$ cat src/rtl/addn_serial_pkg.sv
// Shared definitions for the addn_serial multi-cycle adder: FSM state
// encodings, default operand/chunk widths and a small sizing helper.
// Guarded so that repeated inclusion in one compilation unit is harmless.
`ifndef ADDN_SERIAL_PKG_SV
`define ADDN_SERIAL_PKG_SV

package addn_serial_pkg;

    // Default operand/result width in bits.
    localparam int DEF_WIDTH = 32'd16;

    // Default number of bits added per cycle.
    localparam int DEF_CHUNK = 32'd4;

    // Controller states: waiting, adding one slice per cycle, result ready.
    typedef enum logic [1:0] {
        IDLE = 2'b00,
        BUSY = 2'b01,
        DONE = 2'b10
    } addn_state_e;

    // Number of slices needed to cover a word of the given width.
    function automatic int slice_count(input int width, input int chunk);
        return width / chunk;
    endfunction

    // Width of a slice index able to address every slice (at least 1 bit).
    function automatic int index_width(input int nslice);
        if (nslice > 32'd1) begin
            return $clog2(nslice);
        end else begin
            return 32'd1;
        end
    endfunction

endpackage

`endif

$ cat src/rtl/addn_serial_slice.sv
// Combinational ripple-carry building blocks for addn_serial:
//   full_adder_gate - one-bit full adder written as explicit gates
//   addn_slice      - CHUNK-bit ripple chain of full_adder_gate cells that
//                     also exposes the carry into its top bit, which the
//                     parent uses for two's-complement overflow detection.

module full_adder_gate (
    input  logic a,
    input  logic b,
    input  logic ci,
    output logic s,
    output logic co
);

    logic axb_s;
    logic ab_s;
    logic cx_s;

    assign axb_s = a ^ b;
    assign s     = axb_s ^ ci;
    assign ab_s  = a & b;
    assign cx_s  = axb_s & ci;
    assign co    = ab_s | cx_s;

endmodule

module addn_slice #(
    parameter int CHUNK = 4
) (
    input  logic [CHUNK-1:0] a,
    input  logic [CHUNK-1:0] b,
    input  logic             cin,
    output logic [CHUNK-1:0] sum,
    output logic             cout,
    output logic             cmsb
);

    // c_s[k] is the carry into bit k; c_s[CHUNK] leaves the slice.
    logic [CHUNK:0] c_s;

    assign c_s[0] = cin;

    for (genvar k = 0; k < CHUNK; k++) begin : g_bit
        full_adder_gate u_fa (
            .a  (a[k]),
            .b  (b[k]),
            .ci (c_s[k]),
            .s  (sum[k]),
            .co (c_s[k+1])
        );
    end

    assign cout = c_s[CHUNK];
    assign cmsb = c_s[CHUNK-1];

endmodule

$ cat src/rtl/addn_serial.sv
// addn_serial: WIDTH-bit adder that processes CHUNK bits per clock, LSB
// slice first, through a single shared addn_slice. A start in IDLE or DONE
// captures the operands; NSLICE busy cycles later out/cout/ovf are loaded
// together and done pulses for one cycle. Results only change on completion.
// Optional feature macro: ADDN_SUB_EN adds a 'sub' port selecting a - b.

module addn_serial
    import addn_serial_pkg::*;
#(
    parameter int WIDTH = DEF_WIDTH,
    parameter int CHUNK = DEF_CHUNK
) (
    input  logic             clk,
    input  logic             reset,
    input  logic             start,
    input  logic [WIDTH-1:0] a,
    input  logic [WIDTH-1:0] b,
    input  logic             cin,
`ifdef ADDN_SUB_EN
    input  logic             sub,
`endif
    output logic             busy,
    output logic             done,
    output logic [WIDTH-1:0] out,
    output logic             cout,
    output logic             ovf
);

    localparam int NSLICE = slice_count(WIDTH, CHUNK);
    localparam int IDX_W  = index_width(NSLICE);

    // Controller state.
    addn_state_e state_r;
    addn_state_e state_s;
    logic        accept_s;
    logic        last_s;

    // Captured operands, shifted right one slice per busy cycle so the
    // slice being added is always at the bottom.
    logic [WIDTH-1:0] a_r;
    logic [WIDTH-1:0] b_r;
    logic             cin_r;
    logic             carry_r;
    logic [IDX_W-1:0] idx_r;

    // Partial sum, filled from the top as slices complete.
    logic [WIDTH-1:0] acc_r;
    logic [WIDTH-1:0] acc_s;

    // Operand B and carry-in after optional subtract conditioning.
    logic [WIDTH-1:0] b_eff_s;
    logic             cin_eff_s;

    // Shared slice adder connections.
    logic [CHUNK-1:0] sum_s;
    logic             slice_cin_s;
    logic             slice_cout_s;
    logic             slice_cmsb_s;

`ifdef ADDN_SUB_EN
    // Subtract computes a + ~b + 1, so the external carry-in is ignored.
    always_comb begin
        if (sub) begin
            b_eff_s   = ~b;
            cin_eff_s = 1'b1;
        end else begin
            b_eff_s   = b;
            cin_eff_s = cin;
        end
    end
`else
    assign b_eff_s   = b;
    assign cin_eff_s = cin;
`endif

    // The first slice adds the captured carry-in, later slices chain the
    // carry produced by the previous slice.
    assign slice_cin_s = (idx_r == IDX_W'(0)) ? cin_r : carry_r;

    addn_slice #(
        .CHUNK (CHUNK)
    ) u_slice (
        .a    (a_r[CHUNK-1:0]),
        .b    (b_r[CHUNK-1:0]),
        .cin  (slice_cin_s),
        .sum  (sum_s),
        .cout (slice_cout_s),
        .cmsb (slice_cmsb_s)
    );

    // After NSLICE shifts the first slice has reached bit 0.
    if (NSLICE > 1) begin : g_acc_multi
        assign acc_s = {sum_s, acc_r[WIDTH-1:CHUNK]};
    end else begin : g_acc_single
        assign acc_s = sum_s;
    end

    // Next-state logic: accept work from IDLE or DONE, leave BUSY after the
    // final slice; start during BUSY has no effect.
    always_comb begin
        state_s  = state_r;
        accept_s = 1'b0;
        last_s   = (idx_r == IDX_W'(NSLICE - 1));
        case (state_r)
            IDLE: begin
                if (start) begin
                    state_s  = BUSY;
                    accept_s = 1'b1;
                end else begin
                    state_s  = IDLE;
                end
            end
            BUSY: begin
                if (last_s) begin
                    state_s = DONE;
                end else begin
                    state_s = BUSY;
                end
            end
            DONE: begin
                if (start) begin
                    state_s  = BUSY;
                    accept_s = 1'b1;
                end else begin
                    state_s  = IDLE;
                end
            end
            default: begin
                state_s = IDLE;
            end
        endcase
    end

    // State register with registered busy/done flags derived from the next state.
    always_ff @(posedge clk) begin
        if (reset) begin
            state_r <= IDLE;
            busy    <= 1'b0;
            done    <= 1'b0;
        end else begin
            state_r <= state_s;
            busy    <= (state_s == BUSY);
            done    <= (state_s == DONE);
        end
    end

    // Datapath: capture operands, add one slice per busy cycle, publish the
    // complete result only on the edge that finishes the last slice.
    always_ff @(posedge clk) begin
        if (reset) begin
            a_r     <= {WIDTH{1'b0}};
            b_r     <= {WIDTH{1'b0}};
            cin_r   <= 1'b0;
            carry_r <= 1'b0;
            idx_r   <= {IDX_W{1'b0}};
            acc_r   <= {WIDTH{1'b0}};
            out     <= {WIDTH{1'b0}};
            cout    <= 1'b0;
            ovf     <= 1'b0;
        end else if (accept_s) begin
            a_r     <= a;
            b_r     <= b_eff_s;
            cin_r   <= cin_eff_s;
            carry_r <= 1'b0;
            idx_r   <= {IDX_W{1'b0}};
        end else if (state_r == BUSY) begin
            a_r     <= a_r >> CHUNK;
            b_r     <= b_r >> CHUNK;
            acc_r   <= acc_s;
            carry_r <= slice_cout_s;
            idx_r   <= idx_r + IDX_W'(1);
            if (last_s) begin
                out  <= acc_s;
                cout <= slice_cout_s;
                ovf  <= slice_cout_s ^ slice_cmsb_s;
            end
        end
    end

endmodule

$ cat config.mk
export PLATFORM = sky130hd
export DESIGN_NAME = addn_serial
export DESIGN_NICKNAME = d
export VERILOG_FILES = /design/src/rtl/addn_serial_pkg.sv /design/src/rtl/addn_serial_slice.sv /design/src/rtl/addn_serial.sv
export SDC_FILE = /design/constraint.sdc
export NUM_CORES = 1
export LEC_CHECK = 0
export CAP_MARGIN = 20
export CORE_MARGIN = 2
export CORE_UTILIZATION = 42
export CTS_CLUSTER_SIZE = 14
export DETAILED_ROUTE_END_ITERATION = 8
export HOLD_SLACK_MARGIN = 0.12
export MAX_ROUTING_LAYER = met4
export PLACE_DENSITY = 0.67
export SLEW_MARGIN = 15
export SYNTH_ARGS = -nofsm -noshare
export SYNTH_HDL_FRONTEND = slang
export SYNTH_HIERARCHICAL = 1
export SYNTH_SLANG_ARGS = --single-unit
$ cat constraint.sdc
create_clock -name clk -period 8.5 [get_ports clk]
set_input_delay 1.7 -clock clk [delete_from_list [all_inputs] [get_ports clk]]
set_output_delay 1.7 -clock clk [all_outputs]
set_load 0.05 [all_outputs]
==> results.cfg, run 1 <==
[timing]
slew_headroom_pct = 48.55
fin_tns_setup_ns = 0
clock.fmax_mhz = 312.9
finalSetupViolCount = 0
finalCritPeriodShare_pct = 37.59
rsz0062_at_grt = no
clock-skew-final_ns = 0.004814
worst_pin_slew_ns = 0.7718
period_needed_ns = 3.195
slew_viol_final = 0
hold_viol_final = 0

[setup_path]
worstSetupEndpointType = primary output
crit_required_ns = 6.80
rr_worst_depth = 9
slowest_stage = clkdlybuf4s50_1
startpoint = ovf$_SDFFE_PP0P_
r2r-start = idx_r[0]$_SDFFE_PP0N_
reg2reg_to = ovf$_SDFFE_PP0P_
max_stage_delay_ns = 0.81
crit_fanout = 2
path_cells = clkdlybuf4s50_1
critPathLaunchType = flip-flop
cp_num_buf_inv = 1
worstSetupPathType = flip-flop to primary output
cp.arrival_ns = 1.50
r2r_slack_ns = 5.43
critPathTopFamily = buffers and inverters

[synthesis]
synth_nets = 370
postSynthAreaPerCell_um2 = 8.415
synth_seq_area_share_pct = 50.77
synth_top_area_share_pct = 50.77
netlist_top_cells_area = dfxtp_1 (51%), nand2_1 (14%), a21oi_1 (7.1%)
yosysTopAreaCell = dfxtp_1
synthDistinctLibCells = 24
ys_ff_latch = 70
yosysWarnings = 6
synthCells = 328
syn_area_um2 = 2760

[grt]
grt_max_degree = 71
grt-ovfl-total = 0
groute.usage.overall_pct = 17.06
grt_pass1_vias = 2247
antenna_found_initial = 0
grt_pass1_wl_mm = 9.673

[hold_path]
hold-path-endpoint = out[11]$_SDFFE_PP0P_
worstHoldPathCells = 2
hp-class = flip-flop to flip-flop
worstHoldStart = out[11]$_SDFFE_PP0P_

[die]
boundaryPins = 56
die_w_um = 85.07
design.core.area_um2 = 6350
die_y_um = 85.07
dieArea_um2 = 7236
initial_core_util_pct = 43.47
num_rows = 29

[cells_and_area]
area_growth_pct = 26.02
multi_input_area_um2 = 1205
diodes = 0
drive_above_1_share_pct = 6.383
fin_nets = 413
fill_cells = 604
final_common_cell = nand2_1
seq_area_um2 = 1401
final_cell_mix = nand2_1 (102), dfxtp_1 (70), clkdlybuf4s50_1 (54)

[clock_network]
ctsResizeCount = 0
path_clk_slew_ns = 0.07
cts_tree = built
cts_max_level = 3
clock_path_buffers = 2
clock_latency_ns = 0.34
clock-sinks = 70
post_cts_buffers = 0
hold_buffers = 0
cts_buffers = 9
cts-root-buf = clkbuf_8

[run_status]
status = finished clean

[routing]
vias = 2282
drt_iter0_markers = 81
detail-route-antenna-nets = 0
via_per_inst = 5.038
drt_first_pass_iters = 4
detail_route.wl_per_cell_um = 12.48
drc = 0
routed_wl_mm = 5.653

[flow_run]
drv_cap = 0

[pwr]
p_per_area_nw_per_um2 = 193.8
ir_worst_vdd_mv = 0.1009
p_leak_nw = 1.232
finalPower_mw = 0.6739

[place]
dpl.hpwl_mm = 3.710
port_buffers = 55
place_congestion = 0.7368
==> synth_stat cells <==
library cell	count
a211oi_1	1
a21oi_1	39
a22oi_1	5
a311oi_1	19
and3b_1	1
buf_2	14
buf_4	3
buf_6	2
clkbuf_1	9
dfxtp_1	70
fa_1	4
ha_1	2
inv_1	2
mux2_2	1
mux2i_1	6
nand2_1	102
nand2b_1	2
nand3_1	9
nand3b_1	1
nor2_1	24
nor2b_1	2
nor3_1	7
o21a_1	1
xnor2_1	2
==> report_power, final <==
group / total [mW] / internal (mW) / switching [mW]
Clock: 0.246 / 0.128 / 0.118
Sequential: 0.353 / 0.344 / 0.00968
Combinational: 0.0747 / 0.0346 / 0.0401
==> registers in the layout, indices dropped and copies added, names as in the netlist <==
register / cells
ovf: 1
carry_r: 1
state_r: 2
acc_r: 12
idx_r: 2
b_r: 16
cout: 1
cin_r: 1
a_r: 16
busy: 1
out: 16
done: 1
==> per-stage QoR <==
step                worst slack (ns)  util [%]  std cells  cell area (µm²)  hold WS, ns
detailed placement             4.993     51.86        437             3293       0.4466
global route                   5.183     54.78        453             3478       0.4692
finish                         5.305     54.78        453             3478       0.4538
floorplan                      5.646         -        328             2760       0.4322
global placement               5.093     51.86        437             3293       0.4424
CTS                            5.288     54.78        453             3478       0.4557
==> kinds of logic after synthesis <==
| family | after synthesis | share of synthesized area [%] |
|---|---|---|
| simple gates | 148 | 21.53 |
| flops | 70 | 50.77 |
| compound gates | 65 | 15.00 |
| buf+inv | 30 | 5.666 |
| mux | 7 | 2.584 |
| fa+ha+maj | 6 | 3.808 |
| xor+xnor | 2 | 0.6347 |
==> worst max-delay path by stage <==
stage                                endpoint  slack [ns]  depth (start not counted)
final                                     ovf        5.30                          1
after global routing      a_r[6]$_SDFFE_PP0P_        5.18                          5
after CTS                                 ovf        5.29                          1
after detailed placement  a_r[7]$_SDFFE_PP0P_        4.99                          5
after global placement    a_r[2]$_SDFFE_PP0P_        5.09                          5
after floorplan              ovf$_SDFFE_PP0P_        5.65                          9
==> area by class of cell <==
cell class / count / area share [%]
multi-input combinational: 228 / 34.64
clock buffer: 12 / 4.748
tap: 77 / 2.770
timing repair buffer: 60 / 16.76
inverter: 2 / 0.2158
sequential: 70 / 40.29
clock inverter: 4 / 0.5755
==> per-layer routing <==
metal | up-vias | wire length [µm] | global-route usage (%) | part of all wire [%]
met5 | - | 0 | - | 0
li1 | 1186 | - | - | -
met4 | 0 | 77 | 7.792 | 1.4
met1 | 1041 | 2676 | 19.20 | 47
met3 | 9 | 223 | 3.696 | 3.9
met2 | 46 | 2675 | 28.91 | 47
(Power assumes the default switching activity.)
==> inputs of run 2 (changes only) <==
--- a/config.mk
+++ b/config.mk
@@ -12,7 +12,7 @@
 export DETAILED_ROUTE_END_ITERATION = 8
 export HOLD_SLACK_MARGIN = 0.12
 export MAX_ROUTING_LAYER = met4
-export PLACE_DENSITY = 0.67
+export PLACE_DENSITY = 0.7
 export SLEW_MARGIN = 15
 export SYNTH_ARGS = -nofsm -noshare
 export SYNTH_HDL_FRONTEND = slang
==> constraint.sdc (replaced) <==
create_clock -name clk -period 2.8 [get_ports clk]
set_input_delay 0.56 -clock clk [delete_from_list [all_inputs] [get_ports clk]]
set_output_delay 0.56 -clock clk [all_outputs]
set_load 0.05 [all_outputs]
==> results.cfg, run 2 (synthesized netlist as in run 1, its figures left out) <==
[clock_network]
path_clk_slew_ns = 0.07
cts_tree = built
cts_max_level = 3
clock_latency_ns = 0.34
cts-root-buf = clkbuf_8
cts_buffers = 9
clock_path_buffers = 2
clock-sinks = 70

[timing]
hold_viol_final = 0
finalCritPeriodShare_pct = 99.28
clock-skew-final_ns = 0.005467
slew_headroom_pct = 50.50
finalSetupViolCount = 0
rsz0062_at_grt = yes
slew_viol_final = 0
clock.fmax_mhz = 359.7
worst_pin_slew_ns = 0.7402
period_needed_ns = 2.780

[grt]
grt_pass1_vias = 2103
groute.usage.overall_pct = 16.89
antenna_found_initial = 0
grt_max_degree = 42
grt-ovfl-total = 0
grt_pass1_wl_mm = 9.494

[routing]
drt_iter0_markers = 99
vias = 2326
detail-route-antenna-nets = 0
drt_first_pass_iters = 4
detail_route.wl_per_cell_um = 12.82
routed_wl_mm = 5.847
drc = 0
via_per_inst = 5.101

[setup_path]
crit_fanout = 2
rr_worst_depth = 10
crit_required_ns = 3.03
worstSetupPathType = flip-flop to flip-flop
cp.arrival_ns = 3.01
worstSetupEndpointType = flip-flop
critPathLaunchType = flip-flop

[die]
num_rows = 29
die_y_um = 85.07
initial_core_util_pct = 43.47
boundaryPins = 56
dieArea_um2 = 7236
design.core.area_um2 = 6350
die_w_um = 85.07

[cells_and_area]
reg.largest.list = a_r x16, b_r x16, out x16
fill_cells = 614
drive_above_1_share_pct = 10.55
fin_nets = 419
final_common_cell = nand2_1
post-route-util_pct = 56.51
diodes = 0
area_growth_pct = 30.01
final_cell_mix = nand2_1 (101), dfxtp_1 (68), clkdlybuf4s50_1 (54)

[flow_run]
drv_cap = 0

[hold_path]
worstHoldPathCells = 2
hp-class = flip-flop to flip-flop

[place]
place_congestion = 0.7458
port_buffers = 55
dpl.hpwl_mm = 3.799

[pwr]
p_per_area_nw_per_um2 = 564.4
p_leak_nw = 1.265
finalPower_mw = 2.025
ir_worst_vdd_mv = 0.2888

[run_status]
status = finished clean
## run 2: cell count changes in the layout (fill, tap and decap cells not counted), sizes merged
cell,delta
buf,+6
clkinv,-2
clkbuf,-1
## run 2: cell type report
cell class	instances	area (µm²)	area share, %
repair buffers	66	669.4	18.65
multi-input cells	228	1250	34.83
clock buffers	11	151.4	4.219
well taps	77	96.34	2.685
inverters	2	7.507	0.2092
clock inverters	2	10.01	0.2789
flip-flops and latches	70	1404	39.12
## run 2: metrics by stage
step / cell area [µm²] / instances / hold slack (ns) / setup slack, ns / TNS, ns
5_1_grt: 3588 / 456 / 0.4741 / -0.04824 / -0.1830
4_1_cts: 3532 / 454 / 0.4557 / 0.01187 / 0
3_5_place_dp: 3363 / 441 / 0.4464 / -0.06203 / -0.1622
6_report: 3588 / 456 / 0.4532 / 0.02026 / 0
3_3_place_gp: 3363 / 441 / 0.4423 / -0.008741 / -0.01261
2_1_floorplan: 2763 / 328 / 0.4322 / 0.004907 / 0
## run 2: what timing repair did
| item | 4_1_cts | 5_1_grt |
|---|---|---|
| hold buffers | 0 | 0 |
| endpoints found under the hold margin | 0 | 0 |
| setup buffers | 0 | 2 |
| resized for setup | 3 | 12 |
| pin swaps | 1 | 8 |
| setup endpoints to repair | 3 | 3 |
## run 2: report_power, final
part / internal [mW] / total, mW / leakage, nW / switching, mW
sequential: 1.04 / 1.07 / 0.572 / 0.0301
clock: 0.352 / 0.700 / 0.0869 / 0.348
combinational: 0.123 / 0.252 / 0.605 / 0.129
## run 2: final timing paths
| check | start | to | slack (ns) |
|---|---|---|---|
| max reg2reg | idx_r[1]$_SDFFE_PP0N_ | carry_r$_SDFFE_PP0N_ | 0.02 |
| max | idx_r[1]$_SDFFE_PP0N_ | carry_r$_SDFFE_PP0N_ | 0.02 |
| min | out[1]$_SDFFE_PP0P_ | out[1]$_SDFFE_PP0P_ | 0.45 |
| min reg2reg | out[1]$_SDFFE_PP0P_ | out[1]$_SDFFE_PP0P_ | 0.45 |
## run 2: worst max-delay path, cell delays in order (launching register included)
cell,delay (ns)
dfxtp_2,0.34
inv_2,0.04
ha_4,0.15
mux2_4,0.30
fa_2,0.37
fa_2,0.36
fa_2,0.38
fa_2,0.41
buf_6,0.13
mux2i_1,0.12
nor3_1,0.06
## run 2: layer usage
layer | vias to the layer above | part of all wire, % | global-route usage (%)
met3 | 7 | 4.5 | 5.545
met4 | 0 | 1.2 | 5.195
li1 | 1192 | - | -
met1 | 1078 | 47 | 20.28
met5 | - | 0 | -
met2 | 49 | 47 | 26.99
==> inputs of run 3 (changes only) <==
--- a/config.mk
+++ b/config.mk
@@ -6,14 +6,15 @@
 export NUM_CORES = 1
 export LEC_CHECK = 0
 export CAP_MARGIN = 20
-export CORE_MARGIN = 2
+export CORE_MARGIN = 1
 export CORE_UTILIZATION = 42
 export CTS_CLUSTER_SIZE = 14
 export DETAILED_ROUTE_END_ITERATION = 8
 export HOLD_SLACK_MARGIN = 0.12
 export MAX_ROUTING_LAYER = met4
 export PLACE_DENSITY = 0.7
-export SLEW_MARGIN = 15
+export REMOVE_ABC_BUFFERS = 1
+export SLEW_MARGIN = 10
 export SYNTH_ARGS = -nofsm -noshare
 export SYNTH_HDL_FRONTEND = slang
 export SYNTH_HIERARCHICAL = 1
==> results.cfg, run 3 (synthesized netlist as in run 1, its figures left out) <==
[run_status]
status = finished clean

[place]
placed_cells = 439
place_ws_ns = -0.1099
dpl.hpwl_mm = 3.579
place_area_um2 = 3318
place_congestion = 0.7128
port_buffers = 55

[setup_path]
crit_required_ns = 3.06
r2r-start = idx_r[0]$_SDFFE_PP0N_
cp_num_buf_inv = 1
cp.arrival_ns = 3.00
max_stage_delay_ns = 0.38
reg2reg_to = ovf$_SDFFE_PP0P_
startpoint = idx_r[0]$_SDFFE_PP0N_
slowest_stage = fa_2
crit_top_cell = fa_2
critPathTopFamily = adder cells
worstSetupPathType = flip-flop to flip-flop
critPathLaunchType = flip-flop
worstSetupEndpointType = flip-flop
r2r_slack_ns = 0.06
rr_worst_depth = 9
path_cells = inv_2 > ha_4 > mux2_4 > fa_2 > fa_2 > fa_2 > fa_2 > xnor2_1 > a211oi_1
setup.worst_path.end = ovf$_SDFFE_PP0P_
crit_fanout = 3
cp_num_cells = 9

[pwr]
p_seq_share_pct = 50.7
pwr-share-comb_pct = 11.2
finalPower_mw = 2.115
p_per_area_nw_per_um2 = 593.9
power.share.switching_pct = 23.82
ir_worst_vdd_mv = 0.4286
p_leak_nw = 1.255
intPower_mw = 1.611
p_clk_share_pct = 38.1
p_sw_mw = 0.5038

[cells_and_area]
area_growth_pct = 29.01
final_common_cell = nand2_1
fin_nets = 416
reg.largest.list = a_r x16, b_r x16, out x16
fill_cells = 596
drive_above_1_share_pct = 10.29
final_cell_mix = nand2_1 (101), dfxtp_1 (68), clkdlybuf4s50_1 (54)
final_cells = 456
diodes = 0
stdcell_area_um2 = 3561

[die]
die_w_um = 83.07
dieArea_um2 = 6900
design.core.area_um2 = 6350
die_y_um = 83.07
initial_core_util_pct = 43.47
boundaryPins = 56
num_rows = 29

[routing]
drt_iter0_markers = 117
drt_first_pass_iters = 4
via_per_inst = 5.099
detail_route.wl_per_cell_um = 12.31
vias = 2325
routed_wl_mm = 5.612
detail-route-antenna-nets = 0
drc = 0

[clock_network]
cts_tree = built
path_clk_slew_ns = 0.07
cts_buffers = 9
cts_max_level = 3
hold_buffers = 0
clock-sinks = 70
clock_path_buffers = 2
cts-root-buf = clkbuf_8
clock_latency_ns = 0.34

[flow_run]
drv_cap = 0

[timing]
finalCritPeriodShare_pct = 97.77
clock.fmax_mhz = 365.3
period_needed_ns = 2.738
rsz0062_at_grt = yes
slew_viol_final = 0
slew_headroom_pct = 39.72
finalSetupViolCount = 0
holdWs_ns = 0.4524
clock-skew-final_ns = 0.003365
layout_setup_ws_ns = 0.06243
hold_viol_final = 0
worst_pin_slew_ns = 0.9042

[grt]
grt_pass1_wl_mm = 9.639
groute.usage.overall_pct = 17.94
grt-ovfl-total = 0
grt_pass1_vias = 2091
antenna_found_initial = 0
grt_max_degree = 50

[hold_path]
worstHoldPathCells = 2
hp-class = flip-flop to flip-flop
run 3: worst min-delay path by stage:
stage | from | to | slack, ns
finish | acc_r[5]$_SDFFE_PP0P_ | out[1]$_SDFFE_PP0P_ | 0.45
global route | acc_r[7]$_SDFFE_PP0P_ | acc_r[7]$_SDFFE_PP0P_ | 0.47
CTS | out[9]$_SDFFE_PP0P_ | out[9]$_SDFFE_PP0P_ | 0.46
detailed placement | out[9]$_SDFFE_PP0P_ | out[9]$_SDFFE_PP0P_ | 0.45
global placement | acc_r[4]$_SDFFE_PP0P_ | out[0]$_SDFFE_PP0P_ | 0.44
floorplan | acc_r[4]$_SDFFE_PP0P_ | out[0]$_SDFFE_PP0P_ | 0.43
run 3: layer usage:
layer	track usage, %	vias up	share of wire (%)	routed length (µm)
met5	-	-	0	0
li1	-	1191	-	-
met1	21.35	1059	46	2554
met4	5.172	0	1.4	76
met3	6.859	8	6.1	344
met2	28.32	67	47	2637
run 3: worst min-delay path, delay by kind of cell, from the launching register on:
kind             cells  cell delay (ns)
AO/OA/AOI/OAI        1             0.05
flip-flops           1             0.31
AND/OR/NAND/NOR      1             0.05
run 3: timing repair:
action | 4_1_cts | 5_1_grt
endpoints found under the setup margin | 3 | 3
resized for setup | 3 | 10
pin swaps | 0 | 3
buffers inserted | 0 | 1
run 3: area by class of cell:
type	count	area (µm²)	area share, %
Sequential cell	70	1404	39.42
Multi-Input combinational cell	228	1247	35.03
Clock buffer	12	155.1	4.357
Inverter	2	7.507	0.2108
Clock inverter	4	45.04	1.265
Timing Repair Buffer	63	605.6	17.01
Tap cell	77	96.34	2.706
run 3: per-stage QoR:
| step | util [%] | setup TNS, ns |
|---|---|---|
| 2_1_floorplan | - | -0.05450 |
| 3_3_place_gp | 52.26 | -0.08165 |
| 3_5_place_dp | 52.26 | -0.1354 |
| 4_1_cts | 55.53 | 0 |
| 5_1_grt | 56.08 | -0.03206 |
| 6_report | 56.08 | 0 |
run 3: power groups by stage:
stage	Clock [mW]	Combinational [mW]	Sequential [mW]
final	0.805	0.238	1.07
after CTS	0.826	0.235	1.07
after global placement	0	0.228	1.09
after global routing	0.882	0.267	1.08
after floorplan	0	0.119	1.09
after detailed placement	0	0.233	1.09
